===== src/rtl/des_pkg.sv =====
// des_pkg: shared DES constants and types.
//   DES_BLK_W / DES_HALF_W : block and half-block widths.
//   FP  : inverse initial permutation. Output DES bit i = input DES bit FP[i-1].
//   IP  : initial permutation, used by the entry stage.
//   PC1 : permuted choice 1, used by the entry-stage key path.
//   buf_state_e : occupancy states of the 2-entry output buffer.
// DES bit numbering is 1-based from the MSB: DES bit n of a W-bit vector is index W-n.
package des_pkg;

  localparam int unsigned DES_BLK_W  = 64;
  localparam int unsigned DES_HALF_W = 32;
  localparam int unsigned DES_PC1_W  = 56;

  localparam int unsigned FP [DES_BLK_W] = '{
    40,  8, 48, 16, 56, 24, 64, 32,
    39,  7, 47, 15, 55, 23, 63, 31,
    38,  6, 46, 14, 54, 22, 62, 30,
    37,  5, 45, 13, 53, 21, 61, 29,
    36,  4, 44, 12, 52, 20, 60, 28,
    35,  3, 43, 11, 51, 19, 59, 27,
    34,  2, 42, 10, 50, 18, 58, 26,
    33,  1, 41,  9, 49, 17, 57, 25
  };

  localparam int unsigned IP [DES_BLK_W] = '{
    58, 50, 42, 34, 26, 18, 10,  2,
    60, 52, 44, 36, 28, 20, 12,  4,
    62, 54, 46, 38, 30, 22, 14,  6,
    64, 56, 48, 40, 32, 24, 16,  8,
    57, 49, 41, 33, 25, 17,  9,  1,
    59, 51, 43, 35, 27, 19, 11,  3,
    61, 53, 45, 37, 29, 21, 13,  5,
    63, 55, 47, 39, 31, 23, 15,  7
  };

  localparam int unsigned PC1 [DES_PC1_W] = '{
    57, 49, 41, 33, 25, 17,  9,
     1, 58, 50, 42, 34, 26, 18,
    10,  2, 59, 51, 43, 35, 27,
    19, 11,  3, 60, 52, 44, 36,
    63, 55, 47, 39, 31, 23, 15,
     7, 62, 54, 46, 38, 30, 22,
    14,  6, 61, 53, 45, 37, 29,
    21, 13,  5, 28, 20, 12,  4
  };

  typedef enum logic [1:0] {
    BUF_EMPTY = 2'd0,
    BUF_ONE   = 2'd1,
    BUF_FULL  = 2'd2
  } buf_state_e;

endpackage


===== src/rtl/des_fp_buf.sv =====
// des_fp_buf: 2-entry valid/ready buffer for the final-permutation stage.
//   clk, rst_n            : clock, asynchronous active-low reset
//   in_data/in_valid      : payload offered by the producer
//   in_ready              : registered, low only when both entries are occupied
//   out_data/out_valid    : entry at the read pointer, held while not accepted
//   out_ready             : consumer accepts out_data
// in_ready and out_valid are decoded from the next state and registered, so
// neither depends combinationally on the opposite handshake.
module des_fp_buf
  import des_pkg::*;
#(
  parameter int unsigned W = 68
) (
  input  logic         clk,
  input  logic         rst_n,
  input  logic [W-1:0] in_data,
  input  logic         in_valid,
  output logic         in_ready,
  output logic [W-1:0] out_data,
  output logic         out_valid,
  input  logic         out_ready
);

  buf_state_e   state;
  logic         wp;
  logic         rp;
  logic [W-1:0] mem [2];
  logic         acc;
  logic         dlv;

  assign acc      = in_valid & in_ready;
  assign dlv      = out_valid & out_ready;
  assign out_data = mem[rp];

  always_ff @(posedge clk or negedge rst_n) begin
    if (!rst_n) begin
      state     <= BUF_EMPTY;
      wp        <= 1'b0;
      rp        <= 1'b0;
      in_ready  <= 1'b1;
      out_valid <= 1'b0;
      mem[0]    <= '0;
      mem[1]    <= '0;
    end else begin
      // Entries are written only on accept, so idle-cycle X never reaches storage.
      if (acc) begin
        mem[wp] <= in_data;
        wp      <= ~wp;
      end
      if (dlv) begin
        rp <= ~rp;
      end
      case (state)
        BUF_EMPTY: begin
          if (acc) begin
            state     <= BUF_ONE;
            out_valid <= 1'b1;
          end
        end
        BUF_ONE: begin
          if (acc && !dlv) begin
            state    <= BUF_FULL;
            in_ready <= 1'b0;
          end else if (!acc && dlv) begin
            state     <= BUF_EMPTY;
            out_valid <= 1'b0;
          end
        end
        BUF_FULL: begin
          if (dlv) begin
            state    <= BUF_ONE;
            in_ready <= 1'b1;
          end
        end
        default: begin
          state     <= BUF_EMPTY;
          in_ready  <= 1'b1;
          out_valid <= 1'b0;
        end
      endcase
    end
  end

endmodule


===== src/rtl/des_final_perm.sv =====
// des_final_perm: DES output stage. Swaps the round-16 halves (preoutput =
// R16 || L16), applies IP^-1 and returns the block through a 2-entry buffer.
//   clk, rst_n              : clock, asynchronous active-low reset
//   l16, r16                : round-16 halves, DES bits [32:1] at indices [31:0]
//   in_tag                  : sideband tag travelling with the block
//   in_valid / in_ready     : input handshake
//   data_out, out_tag       : permuted block and its tag
//   out_valid / out_ready   : output handshake
//   blk_cnt                 : wrapping count of delivered blocks
module des_final_perm
  import des_pkg::*;
#(
  parameter int unsigned TAG_W = 4,
  parameter int unsigned CNT_W = 16
) (
  input  logic                  clk,
  input  logic                  rst_n,
  input  logic [DES_HALF_W-1:0] l16,
  input  logic [DES_HALF_W-1:0] r16,
  input  logic [TAG_W-1:0]      in_tag,
  input  logic                  in_valid,
  output logic                  in_ready,
  output logic [DES_BLK_W-1:0]  data_out,
  output logic [TAG_W-1:0]      out_tag,
  output logic                  out_valid,
  input  logic                  out_ready,
  output logic [CNT_W-1:0]      blk_cnt
);

  localparam int unsigned PAY_W = DES_BLK_W + TAG_W;

  logic [DES_BLK_W-1:0] pre_out;
  logic [DES_BLK_W-1:0] perm;
  logic [PAY_W-1:0]     buf_out;

  assign pre_out = {r16, l16};

  // Output DES bit g+1 sits at index 63-g; its source DES bit FP[g] sits at 64-FP[g].
  for (genvar g = 0; g < DES_BLK_W; g++) begin : g_fp
    localparam int unsigned SRC = DES_BLK_W - FP[g];
    assign perm[DES_BLK_W-1-g] = pre_out[SRC];
  end

  des_fp_buf #(
    .W (PAY_W)
  ) u_buf (
    .clk       (clk),
    .rst_n     (rst_n),
    .in_data   ({in_tag, perm}),
    .in_valid  (in_valid),
    .in_ready  (in_ready),
    .out_data  (buf_out),
    .out_valid (out_valid),
    .out_ready (out_ready)
  );

  assign {out_tag, data_out} = buf_out;

  always_ff @(posedge clk or negedge rst_n) begin
    if (!rst_n) begin
      blk_cnt <= '0;
    end else if (out_valid && out_ready) begin
      blk_cnt <= blk_cnt + CNT_W'(1);
    end
  end

endmodule

===== config.mk =====
export PLATFORM = sky130hd
export DESIGN_NAME = des_final_perm
export DESIGN_NICKNAME = d
export VERILOG_FILES = /design/src/rtl/des_pkg.sv /design/src/rtl/des_fp_buf.sv /design/src/rtl/des_final_perm.sv
export SDC_FILE = /design/constraint.sdc
export NUM_CORES = 1
export LEC_CHECK = 0
export CAP_MARGIN = 10
export CORE_ASPECT_RATIO = 1.1
export CORE_MARGIN = 2
export CORE_UTILIZATION = 35
export CTS_CLUSTER_DIAMETER = 200
export DETAILED_ROUTE_END_ITERATION = 6
export GPL_TIMING_DRIVEN = 0
export MAX_ROUTING_LAYER = met4
export PLACE_DENSITY = 0.61
export SLEW_MARGIN = 5
export SYNTH_ARGS = -nofsm -noshare
export SYNTH_HDL_FRONTEND = slang
export SYNTH_SLANG_ARGS = --single-unit

===== constraint.sdc =====
create_clock -name clk -period 4.17 [get_ports clk]
set_clock_uncertainty 0.15 [all_clocks]
set_input_delay 0.6255 -clock clk [delete_from_list [all_inputs] [get_ports clk]]
set_output_delay 0.6255 -clock clk [all_outputs]
set_load 0.03 [all_outputs]

==> flow_summary.rst, run 1 <==
.. list-table::
   :header-rows: 1

   * - Metric
     - Value
   * - Final slew viol count
     - 0
   * - Leakage power figure
     - 3.97 nW
   * - Initial core utilization
     - 35.7%
   * - Initial antenna violation count
     - 0
   * - Wire per inst
     - 17.3 µm
   * - Clock sink count
     - 158
   * - Hold-fix buffers, CTS
     - 0
   * - Number of nets still failing antenna checks after routing
     - 0
   * - Area taken by flip-flops and latches
     - 3960 µm²
   * - Number of setup buffers added after CTS
     - 0
   * - Post-layout min period
     - 3.47 ns
   * - Port bufs
     - 157
   * - Synth unique cells
     - 28
   * - Largest stage delay on the critical path
     - 0.59 ns
   * - Pre-CTS setup slack
     - 1.06 ns
   * - Startpoint of the worst setup timing path
     - u_buf.rp
   * - Ports
     - 158
   * - Met2 usage
     - 25.7%
   * - Achievable clock frequency
     - 0.288 GHz
   * - RSZ-0062 raised after global routing
     - no
   * - Type of the worst setup path
     - reg -> out
   * - Reg2reg end
     - u_buf.mem[60]
   * - Root cell of the clock tree
     - clkbuf_16
   * - Tcrit/Tclk final
     - 83.2%
   * - Placed cell areas
     - 8720 µm²
   * - Top FF cell, synth
     - dfrtp_1
   * - Worst r2r src
     - u_buf.wp
   * - Slew HR
     - 51.1%
   * - Arrival time at the worst endpoint
     - 2.69 ns
   * - Synth Register Bits
     - 158
   * - Vias after detailed routing
     - 4254
   * - Met1 Use GR
     - 19.0%
   * - H-tree level count
     - 4
   * - Worst Reg-to-Reg Cells
     - 4
   * - Utilization after layout
     - 48.8%
   * - Cell count after placement
     - 852
   * - Max Cap Violations
     - 0
   * - Kind of path behind the tightest hold check
     - in -> async
   * - Switching power
     - 0.00304 W
   * - Biggest area contributors in the synthesized netlist
     - dfrtp_1 (58%), mux2_2 (32%), mux2_4 (2.0%)
   * - Final worst slack
     - 0.702 ns
   * - Maximum vdd ir drop
     - 0.446 mV
   * - Number of nets in the synthesized netlist
     - 520
   * - Required time worst endpoint
     - 3.39 ns
   * - WP buf/inv
     - 4
   * - Number of buffers added by the clock tree synthesis step
     - 17
   * - Peak-usage layer in the global routing report
     - met2
   * - Fraction of layout instances using a drive strength above 1
     - 40.0%
   * - Post-synthesis cell count
     - 447
   * - Startpoint class of the critical path
     - register
   * - Number of remaining DRC errors
     - 0
   * - CP Depth
     - 5
   * - Standard-cell rows
     - 53
   * - Register area share after synthesis
     - 58.1%
   * - Cell-internal power
     - 0.00528 W
   * - CTS resizes
     - 0
   * - Via-to-Cell Ratio
     - 4.81
   * - Clock network power share
     - 18.7%
   * - Gate family responsible for the most delay along the worst path
     - buffers and inverters
   * - Gr usage total
     - 16.0%
   * - Count of flip-flops with a built-in enable after synthesis
     - 0
   * - Crit-path cells
     - clkbuf_1, buf_2, buf_2, mux2_2, clkdlybuf4s50_1
   * - Reg-to-reg setup timing slack
     - 2.23 ns
   * - Summed instance area of the synthesized netlist
     - 6810 µm²
   * - Share of the synthesized area in the top cell type
     - 57.7%
   * - Via count of the first global-routing pass
     - 4615
   * - Run status
     - finished, final reports clean
   * - Wire length of the first global-routing pass
     - 24.1 mm
   * - Total count of hold-check failures in the final report
     - 0
   * - Floorplan die width
     - 137 µm
   * - Combinational Power Share
     - 49.7%
   * - Clock latency at the later pin of the worst-skew pair
     - 0.41 ns
   * - Endpoint of the worst setup timing path
     - data_out[20]
   * - Share of async-settable or async-resettable flops after synthesis
     - 100%
   * - Count of placed standard cells in the final layout, fillers left out
     - 884
   * - Area growth, synth to finish
     - 36.8%
   * - Worst hold margin
     - 0.0197 ns
   * - Cell with the most instances on the worst path
     - buf_2
   * - Avg Synthesized Cell Area
     - 15.2 µm²
   * - Footprint of the multi-input gates
     - 2720 µm²
   * - Power per standard cell area
     - 893 nW/µm²
   * - Fraction of power consumed by sequential logic
     - 31.6%
   * - Antenna diodes
     - 0
   * - Warnings from Yosys
     - 0
   * - Maximum number of pins on one net before global-route repair
     - 83
   * - Clock Pin Slew Worst Setup and Hold Paths
     - 0.07 ns
   * - Number of DRC markers in iteration 0
     - 142
   * - Total Wirelength
     - 15.3 mm
   * - Slowest cell on the critical path
     - clkdlybuf4s50_1
   * - Detailed-router iteration count before antenna repair
     - 4
   * - Measured slew at the worst slew-check pin
     - 0.733 ns
   * - Clock tree buffer depth
     - 2
   * - Critical Path Sink Type
     - output pin
   * - Cell area after layout
     - 9320 µm²
   * - # setup viols final
     - 0
   * - Critical path fanouts, max
     - 10
   * - CTS tree
     - built
   * - Core Footprint
     - 19100 µm²
   * - Fin nets
     - 697
   * - Routability congestion estimate
     - 0.720
   * - Total die area
     - 20600 µm²
   * - Library cell occupying the most area in the post-synthesis netlist
     - dfrtp_1
   * - Half-perimeter wire length of the detailed placement result
     - 10.6 mm
   * - Overall die height
     - 150 µm
   * - Grt total ovfl
     - 0
   * - Switching Share
     - 36.5%
   * - Met3 routing resource usage after global routing
     - 4.81%
   * - Fill cells
     - 1687
==> stage by stage <==
stage	total power, W	setup TNS [ns]
2_1_floorplan	0.00530	0
3_3_place_gp	0.00672	-606.75
3_5_place_dp	0.00683	0
4_1_cts	0.00843	0
5_1_grt	0.00880	0
6_report	0.00832	0
==> Yosys cell counts (2+ instances only) <==
master and n:
mux2_2 196, dfrtp_1 157, xnor2_1 14, buf_2 13
mux2_4 9, nand2_1 9, clkbuf_1 5, nand3_1 5
nand4_1 5, a21oi_1 3, and3_1 3, buf_6 3
inv_1 3, xor2_1 3, buf_1 2, nand2b_1 2
nor2_1 2, nor2b_1 2, o22ai_1 2
==> worst reg2reg max path, cell delays in order, from the launching register on <==
cell	delay, ns
dfrtp_1	0.39
nand3_1	0.21
buf_2	0.34
buf_2	0.35
mux2_2	0.38
==> logic make-up (layout without fill, tap and decap cells) <==
logic type / Yosys count / after routing / synth area share [%]
multiplexers: 205 / 205 / 34.4
flip-flops: 158 / 158 / 58.1
AND/OR/NAND/NOR: 33 / 33 / 2.55
buffers and inverters: 26 / 216 / 2.00
XOR/XNOR: 17 / 17 / 2.19
AO/OA/AOI/OAI: 7 / 7 / 0.606
adder cells (fa/ha/maj): 1 / 1 / 0.184
==> cell usage in the layout (no fill, tap or decap), types with 3 or more instances in the layout <==
master,count
nand4_1,5
nand3_1,5
buf_2,13
clkinv_4,4
clkdlybuf4s50_1,156
xnor2_1,14
inv_1,3
and3_1,3
mux2_4,9
a21oi_1,3
mux2_2,196
clkbuf_1,7
dfrtp_1,157
nand2_1,9
clkbuf_16,17
buf_6,3
xor2_1,3
inv_6,3
==> power by group through the flow <==
stage | Clock (W) | Combinational (W) | Sequential [W]
finish | 0.00156 | 0.00413 | 0.00263
floorplan | 0 | 0.00269 | 0.00261
global route | 0.00169 | 0.00438 | 0.00273
detailed placement | 0 | 0.00418 | 0.00265
global placement | 0 | 0.00413 | 0.00260
CTS | 0.00160 | 0.00420 | 0.00263
==> sequential cells by signal (all words and copies together), names as in the netlist <==
name,cells
u_buf.rp,1
u_buf.wp,1
u_buf.in_ready,1
u_buf.mem,136
u_buf.state,2
blk_cnt,16
u_buf.out_valid,1
==> layout make-up <==
cell class / instances / area share, %
repair buffers: 158 / 17.2
plain buffers: 23 / 1.34
clock buffers: 21 / 4.94
flip-flops and latches: 158 / 42.5
clock inverters: 11 / 1.41
well taps: 247 / 3.32
inverters: 3 / 0.121
multi-input cells: 263 / 29.2
==> worst min-delay path by stage <==
stage | from | to | slack (ns) | cells past startpoint
2_1_floorplan | rst_n | blk_cnt[0] | 0.18 | 0
3_3_place_gp | blk_cnt[15] | blk_cnt[15] | 0.31 | 1
3_5_place_dp | blk_cnt[15] | blk_cnt[15] | 0.32 | 1
4_1_cts | rst_n | u_buf.mem[110] | 0.03 | 1
5_1_grt | rst_n | u_buf.mem[110] | 0.03 | 1
6_report | rst_n | u_buf.mem[110] | 0.02 | 1
==> metal layers <==
metal	part of all wire, %	routed length [µm]	vias up
met1	42	6470	2180
li1	-	-	1958
met2	51	7730	99
met5	0	0	-
met3	5.0	770	17
met4	1.9	283	0
No activity file was read; power rests on OpenSTA's default activity.
==> run 2, diff against run 1 <==
--- a/config.mk
+++ b/config.mk
@@ -13,7 +13,7 @@
 export DETAILED_ROUTE_END_ITERATION = 6
 export GPL_TIMING_DRIVEN = 0
 export MAX_ROUTING_LAYER = met4
-export PLACE_DENSITY = 0.61
+export PLACE_DENSITY = 0.64
 export SLEW_MARGIN = 5
 export SYNTH_ARGS = -nofsm -noshare
 export SYNTH_HDL_FRONTEND = slang
==> constraint.sdc (replaced) <==
create_clock -name clk -period 3 [get_ports clk]
set_clock_uncertainty 0.15 [all_clocks]
set_input_delay 0.45 -clock clk [delete_from_list [all_inputs] [get_ports clk]]
set_output_delay 0.45 -clock clk [all_outputs]
set_load 0.03 [all_outputs]
==> flow_summary.rst, run 2 (synthesis gave the netlist of run 1 again) <==
.. list-table::
   :header-rows: 1

   * - Metric
     - Value
   * - Count of placed standard cells in the final layout, fillers left out
     - 884
   * - Number of nets still failing antenna checks after routing
     - 0
   * - Slew HR
     - 57.1%
   * - Number of buffers added by the clock tree synthesis step
     - 17
   * - Initial core utilization
     - 35.7%
   * - Total count of hold-check failures in the final report
     - 0
   * - Maximum number of pins on one net before global-route repair
     - 81
   * - Fin nets
     - 697
   * - Clock latency at the later pin of the worst-skew pair
     - 0.41 ns
   * - Wire length of the first global-routing pass
     - 23.6 mm
   * - # setup viols final
     - 0
   * - Highest metal used
     - met4
   * - Number of setup buffers added after CTS
     - 0
   * - Via count of the first global-routing pass
     - 4590
   * - Power per standard cell area
     - 1230 nW/µm²
   * - Gr usage total
     - 15.6%
   * - Startpoint class of the critical path
     - register
   * - Number of flip-flops in the largest register
     - 136
   * - Achievable clock frequency
     - 0.346 GHz
   * - Total die area
     - 20600 µm²
   * - Final slew viol count
     - 0
   * - Number of remaining DRC errors
     - 0
   * - Via-to-Cell Ratio
     - 4.79
   * - Biggest regs
     - u_buf.mem (136), blk_cnt (16), u_buf.state (2)
   * - Register with the most flip-flops
     - u_buf.mem
   * - Reg-to-reg setup timing slack
     - 1.06 ns
   * - Floorplan die width
     - 137 µm
   * - Fraction of layout instances using a drive strength above 1
     - 41.0%
   * - Post-layout min period
     - 2.89 ns
   * - Antenna diodes
     - 0
   * - Utilization after layout
     - 48.9%
   * - Ports
     - 158
   * - Total Neg Setup Slack
     - 0 ns
   * - Sum of met2 wire segment lengths after detailed routing
     - 7.60 mm
   * - Run status
     - finished, final reports clean
   * - Routability congestion estimate
     - 0.775
   * - Clock sink count
     - 158
   * - Hold path depth
     - 1
   * - Critical Path Sink Type
     - output pin
   * - Hold path startpoint
     - blk_cnt[15]
   * - Hold path endpoint
     - blk_cnt[15]
   * - Measured slew at the worst slew-check pin
     - 0.644 ns
   * - Highest-count cells in the layout ignoring fill and taps
     - mux2_2 (196), dfrtp_1 (156), clkdlybuf4s50_1 (149), clkbuf_16 (17), xnor2_1 (14)
   * - Type of the worst setup path
     - reg -> out
   * - Leakage power figure
     - 4.04 nW
   * - Cell count after placement
     - 852
   * - Grt total ovfl
     - 0
   * - Kind of path behind the tightest hold check
     - reg -> reg
   * - Clock Pin Slew Worst Setup and Hold Paths
     - 0.06 ns
   * - Clock tree buffer depth
     - 2
   * - Max Cap Violations
     - 0
   * - Number of DRC markers in iteration 0
     - 122
   * - Total Wirelength
     - 15.0 mm
   * - Vias after detailed routing
     - 4232
   * - Root cell of the clock tree
     - clkbuf_16
   * - Reg2reg end
     - u_buf.mem[72]
   * - Area growth, synth to finish
     - 37.0%
   * - Arrival time at the worst endpoint
     - 2.29 ns
   * - Critical path fanouts, max
     - 10
   * - Worst Reg-to-Reg Cells
     - 6
   * - Core Footprint
     - 19100 µm²
   * - Detailed-router iteration count before antenna repair
     - 4
   * - Most common cell after layout, fill and taps aside
     - mux2_2
   * - Standard-cell rows
     - 53
   * - Wire per inst
     - 17.0 µm
   * - Initial antenna violation count
     - 0
   * - Worst r2r src
     - u_buf.in_ready
   * - Tcrit/Tclk final
     - 96.4%
   * - Maximum vdd ir drop
     - 0.778 mV
   * - Overall die height
     - 150 µm
   * - H-tree level count
     - 4
   * - Met3 wire len
     - 862 µm
   * - WL met1
     - 6.46 mm
   * - Port bufs
     - 157
   * - CTS tree
     - built
   * - Half-perimeter wire length of the detailed placement result
     - 10.5 mm
   * - Required time worst endpoint
     - 2.40 ns
   * - Fill cells
     - 1662
[run 2: changes by cell type in the layout (fill, tap and decap cells not counted), moves of 3 or more]
cell,previous run,this run
dlymetal6s2s_1,0,6
clkdlybuf4s50_1,156,149
clkinv_4,4,1
clkinv_2,2,5
inv_6,3,0
clkbuf_1,7,2
clkinvlp_4,0,3
clkbuf_2,0,4
[run 2: critical path, cell delays in order, from the launching register on]
cell and delay [ns]:
dfrtp_2 0.45, buf_4 0.23, buf_4 0.24, mux2_2 0.36, clkdlybuf4s50_1 0.59
[run 2: final cells by class]
type	count	area, µm²	area share (%)
clock buffers	21	460	4.93
clock inverters	11	116	1.25
inverters	3	11.3	0.121
multi-input cells	263	2720	29.1
plain buffers	22	133	1.42
repair buffers	159	1630	17.4
well taps	247	309	3.31
flip-flops and latches	158	3960	42.4
[run 2: where the power goes]
part / switching (W) / internal (W)
logic: 0.00279 / 0.00291
registers: 0.000523 / 0.00315
clock network: 0.000839 / 0.00126
[run 2: how the worst max path moves through the flow]
stage / end / cells past startpoint / from
2_1_floorplan: data_out[16] / 4 / u_buf.rp
3_3_place_gp: u_buf.mem[110] / 1 / rst_n
3_5_place_dp: data_out[23] / 5 / u_buf.rp
6_report: data_out[18] / 4 / u_buf.rp
5_1_grt: data_out[20] / 4 / u_buf.rp
4_1_cts: data_out[24] / 4 / u_buf.rp
[run 2: stage by stage]
stage / hold slack (ns) / worst slack [ns] / total power, W / cell area, µm²
2_1_floorplan: 0.00441 / 1.04 / 0.00736 / 6810
3_3_place_gp: 0.311 / -4.87 / 0.00933 / 8690
3_5_place_dp: 0.315 / 0.0399 / 0.00949 / 8720
4_1_cts: 0.328 / 0.0445 / 0.0117 / 9320
5_1_grt: 0.341 / -0.000141 / 0.0121 / 9330
6_report: 0.319 / 0.109 / 0.0115 / 9330
[run 2: per-layer routing]
layer | global-route usage (%) | vias to the layer above
met1 | 18.4 | 2168
li1 | - | 1950
met2 | 25.7 | 106
met4 | 4.23 | 0
met5 | - | -
met3 | 4.81 | 8
[run 2: timing repair]
action                                  in CTS  in global routing
hold buffers                                 1                  0
hold endpoints to repair                    77                  0
gates cloned                                 0                  0
endpoints found under the setup margin      68                  6
resized for setup                            9                  6
